[src/rtl/gmii_tx_pkg.sv]
// Shared types and constants for the GMII transmit framer (GMII_TX_PAD_EN adds the PAD state).
package gmii_tx_pkg;

`ifdef GMII_TX_PAD_EN
    typedef enum logic [2:0] {
        ST_IDLE, ST_PRE, ST_SFD, ST_DATA, ST_PAD, ST_FCS, ST_IFG
    } state_t;
`else
    typedef enum logic [2:0] {
        ST_IDLE, ST_PRE, ST_SFD, ST_DATA, ST_FCS, ST_IFG
    } state_t;
`endif

    localparam logic [7:0]  PREAMBLE_BYTE = 8'h55;
    localparam logic [7:0]  SFD_BYTE      = 8'hD5;
    localparam logic [31:0] CRC_POLY      = 32'hEDB88320;
    localparam logic [31:0] CRC_INIT      = 32'hFFFFFFFF;

endpackage

[src/rtl/crc32_d8.sv]
// Reflected CRC-32 advanced by one byte, LSB first; purely combinational, no flow control.
module crc32_d8
    import gmii_tx_pkg::*;
(
    input  logic [31:0] i_crc_in,
    input  logic [7:0]  i_data,
    output logic [31:0] o_crc_out
);

    logic [31:0] w_c;

    always_comb begin
        w_c = i_crc_in ^ {24'h000000, i_data};
        for (int i = 0; i < 8; i++) begin
            w_c = w_c[0] ? ((w_c >> 1) ^ CRC_POLY) : (w_c >> 1);
        end
        o_crc_out = w_c;
    end

endmodule

[src/rtl/gmii_tx_framer.sv]
// GMII TX framer: preamble/SFD, payload, zero pad when GMII_TX_PAD_EN, CRC-32 FCS, inter-frame gap.
// All outputs registered; a byte accepted on one edge is on gmii_txd the next cycle; tx_ready only in SFD/DATA.
module gmii_tx_framer
    import gmii_tx_pkg::*;
#(
    parameter int PREAMBLE_LEN = 7,
    parameter int IFG_CYCLES   = 12,
    parameter int MIN_FRAME    = 60
) (
    input  logic       gmii_tx_clk,
    input  logic       rst_n,
    input  logic [7:0] tx_data,
    input  logic       tx_valid,
    input  logic       tx_last,
    output logic       tx_ready,
    output logic [7:0] gmii_txd,
    output logic       gmii_tx_en,
    output logic       tx_busy,
    output logic       tx_done,
    output logic       tx_underrun
);

    localparam logic [7:0] PRE_LAST = 8'(PREAMBLE_LEN);
    localparam logic [7:0] IFG_LAST = 8'(IFG_CYCLES);

    state_t      r_state, w_state_nxt;
    logic [7:0]  r_txd, w_txd_nxt;
    logic        r_en, w_en_nxt;
    logic        r_ready, w_ready_nxt;
    logic        r_busy;
    logic        r_done, w_done_nxt;
    logic        r_underrun, w_underrun_nxt;
    logic [31:0] r_crc, w_crc_nxt, w_crc_upd;
    logic [7:0]  r_sub, w_sub_nxt;
    logic [23:0] r_fcs, w_fcs_nxt;
    logic [7:0]  w_crc_byte;
    logic        w_start, w_fcs_go, w_pad_go;
    logic [31:0] w_fcs_word;

`ifdef GMII_TX_PAD_EN
    localparam logic [10:0] MIN_CNT = 11'(MIN_FRAME);

    logic [10:0] r_cnt, w_cnt_nxt, w_cnt_inc;
    logic        w_pad_more;

    assign w_cnt_inc  = (r_cnt == 11'h7FF) ? r_cnt : r_cnt + 11'd1;
    assign w_pad_more = (r_cnt < MIN_CNT);
    // Pad bytes are only ever generated once the payload has ended (tx_ready low).
    assign w_crc_byte = (r_state == ST_PAD || !r_ready) ? 8'h00 : tx_data;
`else
    logic w_unused_cfg;

    assign w_unused_cfg = ^MIN_FRAME;
    assign w_crc_byte   = tx_data;
`endif

    crc32_d8 u_crc (
        .i_crc_in  (r_crc),
        .i_data    (w_crc_byte),
        .o_crc_out (w_crc_upd)
    );

    always_comb begin
        w_state_nxt    = r_state;
        w_txd_nxt      = 8'h00;
        w_en_nxt       = 1'b0;
        w_ready_nxt    = 1'b0;
        w_done_nxt     = 1'b0;
        w_underrun_nxt = 1'b0;
        w_crc_nxt      = r_crc;
        w_sub_nxt      = r_sub;
        w_fcs_nxt      = r_fcs;
        w_start        = 1'b0;
        w_fcs_go       = 1'b0;
        w_pad_go       = 1'b0;
        w_fcs_word     = ~r_crc;
`ifdef GMII_TX_PAD_EN
        w_cnt_nxt      = r_cnt;
`endif
        case (r_state)
            ST_IDLE: w_start = tx_valid;
            ST_PRE: begin
                w_en_nxt = 1'b1;
                if (r_sub == PRE_LAST) begin
                    w_state_nxt = ST_SFD;
                    w_txd_nxt   = SFD_BYTE;
                    w_ready_nxt = 1'b1;
                end else begin
                    w_txd_nxt = PREAMBLE_BYTE;
                    w_sub_nxt = r_sub + 8'd1;
                end
            end
            ST_SFD, ST_DATA: begin
                if (r_ready && tx_valid) begin
                    w_state_nxt = ST_DATA;
                    w_txd_nxt   = tx_data;
                    w_en_nxt    = 1'b1;
                    w_ready_nxt = !tx_last;
                    w_crc_nxt   = w_crc_upd;
`ifdef GMII_TX_PAD_EN
                    w_cnt_nxt   = w_cnt_inc;
`endif
                end else if (r_ready) begin
                    // Sending the un-inverted register guarantees the receiver sees a bad FCS.
                    w_underrun_nxt = 1'b1;
                    w_fcs_word     = r_crc;
                    w_fcs_go       = 1'b1;
                end else begin
                    w_fcs_go = 1'b1;
`ifdef GMII_TX_PAD_EN
                    if (w_pad_more) begin
                        w_fcs_go = 1'b0;
                        w_pad_go = 1'b1;
                    end
`endif
                end
            end
`ifdef GMII_TX_PAD_EN
            ST_PAD: begin
                w_pad_go = w_pad_more;
                w_fcs_go = !w_pad_more;
            end
`endif
            ST_FCS: begin
                if (r_sub == 8'd4) begin
                    w_state_nxt = ST_IFG;
                    w_sub_nxt   = 8'd1;
                end else begin
                    w_txd_nxt  = r_fcs[7:0];
                    w_en_nxt   = 1'b1;
                    w_fcs_nxt  = {8'h00, r_fcs[23:8]};
                    w_sub_nxt  = r_sub + 8'd1;
                    w_done_nxt = (r_sub == 8'd3);
                end
            end
            ST_IFG: begin
                if (r_sub == IFG_LAST) begin
                    w_start = tx_valid;
                    if (!tx_valid) w_state_nxt = ST_IDLE;
                end else begin
                    w_sub_nxt = r_sub + 8'd1;
                end
            end
            default: w_state_nxt = ST_IDLE;
        endcase

        if (w_start) begin
            w_state_nxt = ST_PRE;
            w_txd_nxt   = PREAMBLE_BYTE;
            w_en_nxt    = 1'b1;
            w_sub_nxt   = 8'd1;
            w_crc_nxt   = CRC_INIT;
`ifdef GMII_TX_PAD_EN
            w_cnt_nxt   = 11'd0;
`endif
        end
`ifdef GMII_TX_PAD_EN
        if (w_pad_go) begin
            w_state_nxt = ST_PAD;
            w_txd_nxt   = 8'h00;
            w_en_nxt    = 1'b1;
            w_crc_nxt   = w_crc_upd;
            w_cnt_nxt   = w_cnt_inc;
        end
`endif
        if (w_fcs_go) begin
            w_state_nxt = ST_FCS;
            w_txd_nxt   = w_fcs_word[7:0];
            w_en_nxt    = 1'b1;
            w_fcs_nxt   = w_fcs_word[31:8];
            w_sub_nxt   = 8'd1;
        end
    end

    always_ff @(posedge gmii_tx_clk or negedge rst_n) begin
        if (!rst_n) begin
            r_state    <= ST_IDLE;
            r_txd      <= 8'h00;
            r_en       <= 1'b0;
            r_ready    <= 1'b0;
            r_busy     <= 1'b0;
            r_done     <= 1'b0;
            r_underrun <= 1'b0;
            r_crc      <= CRC_INIT;
            r_sub      <= 8'd0;
            r_fcs      <= 24'h000000;
`ifdef GMII_TX_PAD_EN
            r_cnt      <= 11'd0;
`endif
        end else begin
            r_state    <= w_state_nxt;
            r_txd      <= w_txd_nxt;
            r_en       <= w_en_nxt;
            r_ready    <= w_ready_nxt;
            r_busy     <= (w_state_nxt != ST_IDLE);
            r_done     <= w_done_nxt;
            r_underrun <= w_underrun_nxt;
            r_crc      <= w_crc_nxt;
            r_sub      <= w_sub_nxt;
            r_fcs      <= w_fcs_nxt;
`ifdef GMII_TX_PAD_EN
            r_cnt      <= w_cnt_nxt;
`endif
        end
    end

    assign tx_ready    = r_ready;
    assign gmii_txd    = r_txd;
    assign gmii_tx_en  = r_en;
    assign tx_busy     = r_busy;
    assign tx_done     = r_done;
    assign tx_underrun = r_underrun;

endmodule
[config.mk]
export PLATFORM = sky130hd
export DESIGN_NAME = gmii_tx_framer
export DESIGN_NICKNAME = d
export VERILOG_FILES = /design/src/rtl/gmii_tx_pkg.sv /design/src/rtl/crc32_d8.sv /design/src/rtl/gmii_tx_framer.sv
export SDC_FILE = /design/constraint.sdc
export NUM_CORES = 1
export LEC_CHECK = 0
export CAP_MARGIN = 20
export CELL_PAD_IN_SITES_DETAIL_PLACEMENT = 1
export CELL_PAD_IN_SITES_GLOBAL_PLACEMENT = 1
export CORE_ASPECT_RATIO = 1.4
export CORE_MARGIN = 3
export CORE_UTILIZATION = 48
export CTS_BUF_LIST = sky130_fd_sc_hd__clkbuf_16
export DETAILED_ROUTE_END_ITERATION = 10
export PLACE_DENSITY_LB_ADDON = 0.1
export SETUP_SLACK_MARGIN = 0.3
export SYNTH_ARGS = -nofsm -noshare
export SYNTH_HDL_FRONTEND = slang
export SYNTH_SLANG_ARGS = --single-unit
[constraint.sdc]
create_clock -name gmii_tx_clk -period 2.5 [get_ports gmii_tx_clk]
set_input_delay 0.25 -clock gmii_tx_clk [delete_from_list [all_inputs] [get_ports gmii_tx_clk]]
set_output_delay 0.25 -clock gmii_tx_clk [all_outputs]
set_load 0.02 [all_outputs]
==> results.toml <==
[floorplan]
start_util_pct = 49.6
dieArea_um2 = 10700
io_pins = 25
die_height_um = 121
die_w_um = 88.1
fp.coreArea_um2 = 9130
placementRows = 41

[power_and_ir_drop]
seqPwrFrac_pct = 36.7
ir_drop_uv = 381
p_int_w = 0.00290
p_clk_share_pct = 26.0
p_comb_share_pct = 37.4
p_per_area_nw_per_um2 = 861
leakagePower_nw = 2.13
p_sw_share_pct = 36.5
p_switching_w = 0.00167

[flow_run]
cap_violations = 0

[timing]
setup_viol = 0
hold_viol_final = 0
fmax_mhz = 470
slew_headroom_pct = 44.1
finalCriticalPeriod_ns = 2.13
grt_setup_unrepaired = "yes"
worst_slew_pin_slew_ns = 0.838
drv_slew = 0
tns_ns = 0
finClkSkew_ns = 0.00684
post-route-period-util_pct = 85.1
setup_ws_ns = 0.372

[finish]
postLayoutCoreUtil_pct = 58.1
antenna_cells = 0
drive_gt1_share_pct = 18.9
fin_nets = 491
syn_to_final_growth_pct = 17.1

[placement]
place_congestion = 0.817
pre_cts_ws_ns = 0.145
dp_hpwl_um = 8230
numPortBuffers = 24

[worst_setup_path]
crit_required_ns = 2.73
r2r-start = "r_sub[0]"
path_class = "reg -> reg"
crit_arrival_ns = 2.36
worstPathMaxFanout = 6
slowest_stage = "dfrtp_1"
reg2reg_slack_ns = 0.37
cp-end-kind = "flip-flop"
start_kind = "flip-flop"
worstReg2RegEnd = "r_sub[6]"
max_stage_delay_ns = 0.40
crit_buf_inv = 1
r2r_cells = 7
crit_chain = "inv_1 > ha_1 > and3_1 > a31oi_2 > o21ai_0 > nor2_1 > mux2_2"
critPathTopFamily = "compound AO/OA/AOI/OAI gates"

[routing]
firstDrtPassIters = 4
drc_errors = 0
ant_nets = 0
wl_per_cell_um = 20.4
vias = 3418
drtIter0Drc = 121
routed_wl_um = 12000
routed_via_density = 5.80

[yosys]
synthCells = 445
synth_top_area_cell = "dfrtp_1"
syn_area_per_cell_um2 = 10.2
syn_nets = 459
synth_cell_types = 48
synth_edf_count = 0
synth_area_leaders = "dfrtp_1, dfstp_2, xnor2_1"
yosys_warnings = 0
synth_top_area_share_pct = 26.5
synth_ff_type = "dfrtp_1"
synth_async_sr_flop_share_pct = 100
ys_ff_latch = 80
seq_area_frac_synth_pct = 45.0
synthesis.area_um2 = 4530

[global_route]
groute.usage.overall_pct = 24.8
grt_overflow = 0
antenna_found_initial = 0
grt_max_degree = 65
grt_pass1_wl_um = 19800
grt_pass1_vias = 3763

[cts]
ctsHoldBuffers = 0
clk_pin_slew_worst_paths_ns = 0.06
cts_tree = "yes"
cts_buffers = 9
cts_max_path_buffers = 2
clk_latency_ns = 0.34
cts.root.buffer_cell = "clkbuf_16"
cts_htree_levels = 3
clkSinkCount = 80

[hold_path]
hp-class = "in -> async"

[status]
outcome = "complete, no violations"
[synth_stat cells (all sizes together), types with 2 or more instances]
master / n
a21oi: 18
o211ai: 12
nand2: 56
inv: 5
a32oi: 5
o22a: 2
a221o: 3
and3: 4
a21boi: 2
nand3: 10
dfrtp: 48
buf: 5
nor2b: 2
o22ai: 9
ha: 2
mux2i: 16
dfstp: 32
o21a: 3
a22oi: 5
xor2: 36
nand4: 2
nand2b: 3
nor2: 36
clkbuf: 21
o21ai: 20
xnor2: 71
[what timing repair did]
action	CTS	global route
endpoints found under the setup margin	7	13
resized for setup	3	2
buffers inserted	0	1
cloned	0	0
[sequential cells by signal, summed over array words and instances, names as in the netlist]
name and cells:
r_sub 8, r_state 3, tx_busy 1, tx_ready 1, gmii_tx_en 1, r_fcs 24, tx_underrun 1, tx_done 1
gmii_txd 8, r_crc 32
[power by group through the flow]
stage               combinational (W)  sequential (W)  clock (W)
floorplan                     0.00102         0.00170          0
global placement              0.00158         0.00168          0
detailed placement            0.00167         0.00170          0
CTS                           0.00169         0.00168    0.00121
global route                  0.00187         0.00170    0.00127
finish                        0.00171         0.00168    0.00119
[cells by family after synthesis]
kind of cell    count (synthesis)  synth area share (%)
flops                          80                  45.0
simple gates                  122                  12.0
compound gates                 85                  12.3
buf+inv                        31                  2.65
fa+ha+maj                       2                 0.552
xor+xnor                      108                  23.7
mux                            17                  3.78
[placed cells by master (no fill, tap or decap), drive strengths merged, types with 3 or more instances in the layout]
master	Yosys	routed
o22ai	9	9
clkdlybuf4s50	0	23
nand2b	3	3
o21a	3	3
nand3	10	10
nand2	56	56
clkbuf	21	9
nor2	36	36
clkinv	0	6
dfstp	32	32
a21oi	18	18
dfrtp	48	48
o21ai	20	20
and3	4	4
a221o	3	3
xnor2	71	71
a22oi	5	5
buf	5	24
a32oi	5	5
o211ai	12	12
mux2i	16	16
inv	5	6
xor2	36	36
[worst register-to-register path: cells and delay by family, from the launching register on]
family | cells | cell delay [ns]
compound gates | 2 | 0.49
fa+ha+maj | 1 | 0.28
buf+inv | 1 | 0.09
flops | 1 | 0.40
mux | 1 | 0.34
simple gates | 2 | 0.43
[worst max path at each step]
stage,startpoint,endpoint,slack (ns),cells past startpoint
detailed placement,tx_valid,gmii_txd[4],0.15,7
global route,r_sub[0],r_sub[6],0.23,7
finish,r_sub[0],r_sub[6],0.37,7
global placement,tx_valid,gmii_txd[6],0.15,7
floorplan,r_sub[4],gmii_txd[1],0.60,5
CTS,r_sub[4],r_fcs[6],0.32,6
[final cells by class]
type	instances	area, µm²
inverters	5	18.8
well taps	107	134
clock buffers	9	225
clock inverters	7	30.0
multi-input cells	334	2400
repair buffers	47	459
flip-flops and latches	80	2040
fillers	1019	3820
[per-stage QoR]
step / area [µm²] / std cells / total power (W) / hold slack [ns]
floorplan: 4530 / 445 / 0.00272 / -0.0456
global placement: 4990 / 571 / 0.00326 / 0.400
detailed placement: 5020 / 572 / 0.00336 / 0.398
CTS: 5280 / 588 / 0.00458 / 0.0340
global route: 5310 / 589 / 0.00483 / 0.0719
finish: 5310 / 589 / 0.00457 / 0.0128
[routing by layer]
layer / share of wire, % / track usage [%] / vias to the layer above
met5: 0 / 0 / -
met4: 2.8 / 9.83 / 0
met3: 2.6 / 4.42 / 24
met2: 55 / 44.9 / 58
met1: 40 / 28.2 / 1761
li1: - / - / 1575
Power figures use the tool's default switching activity.
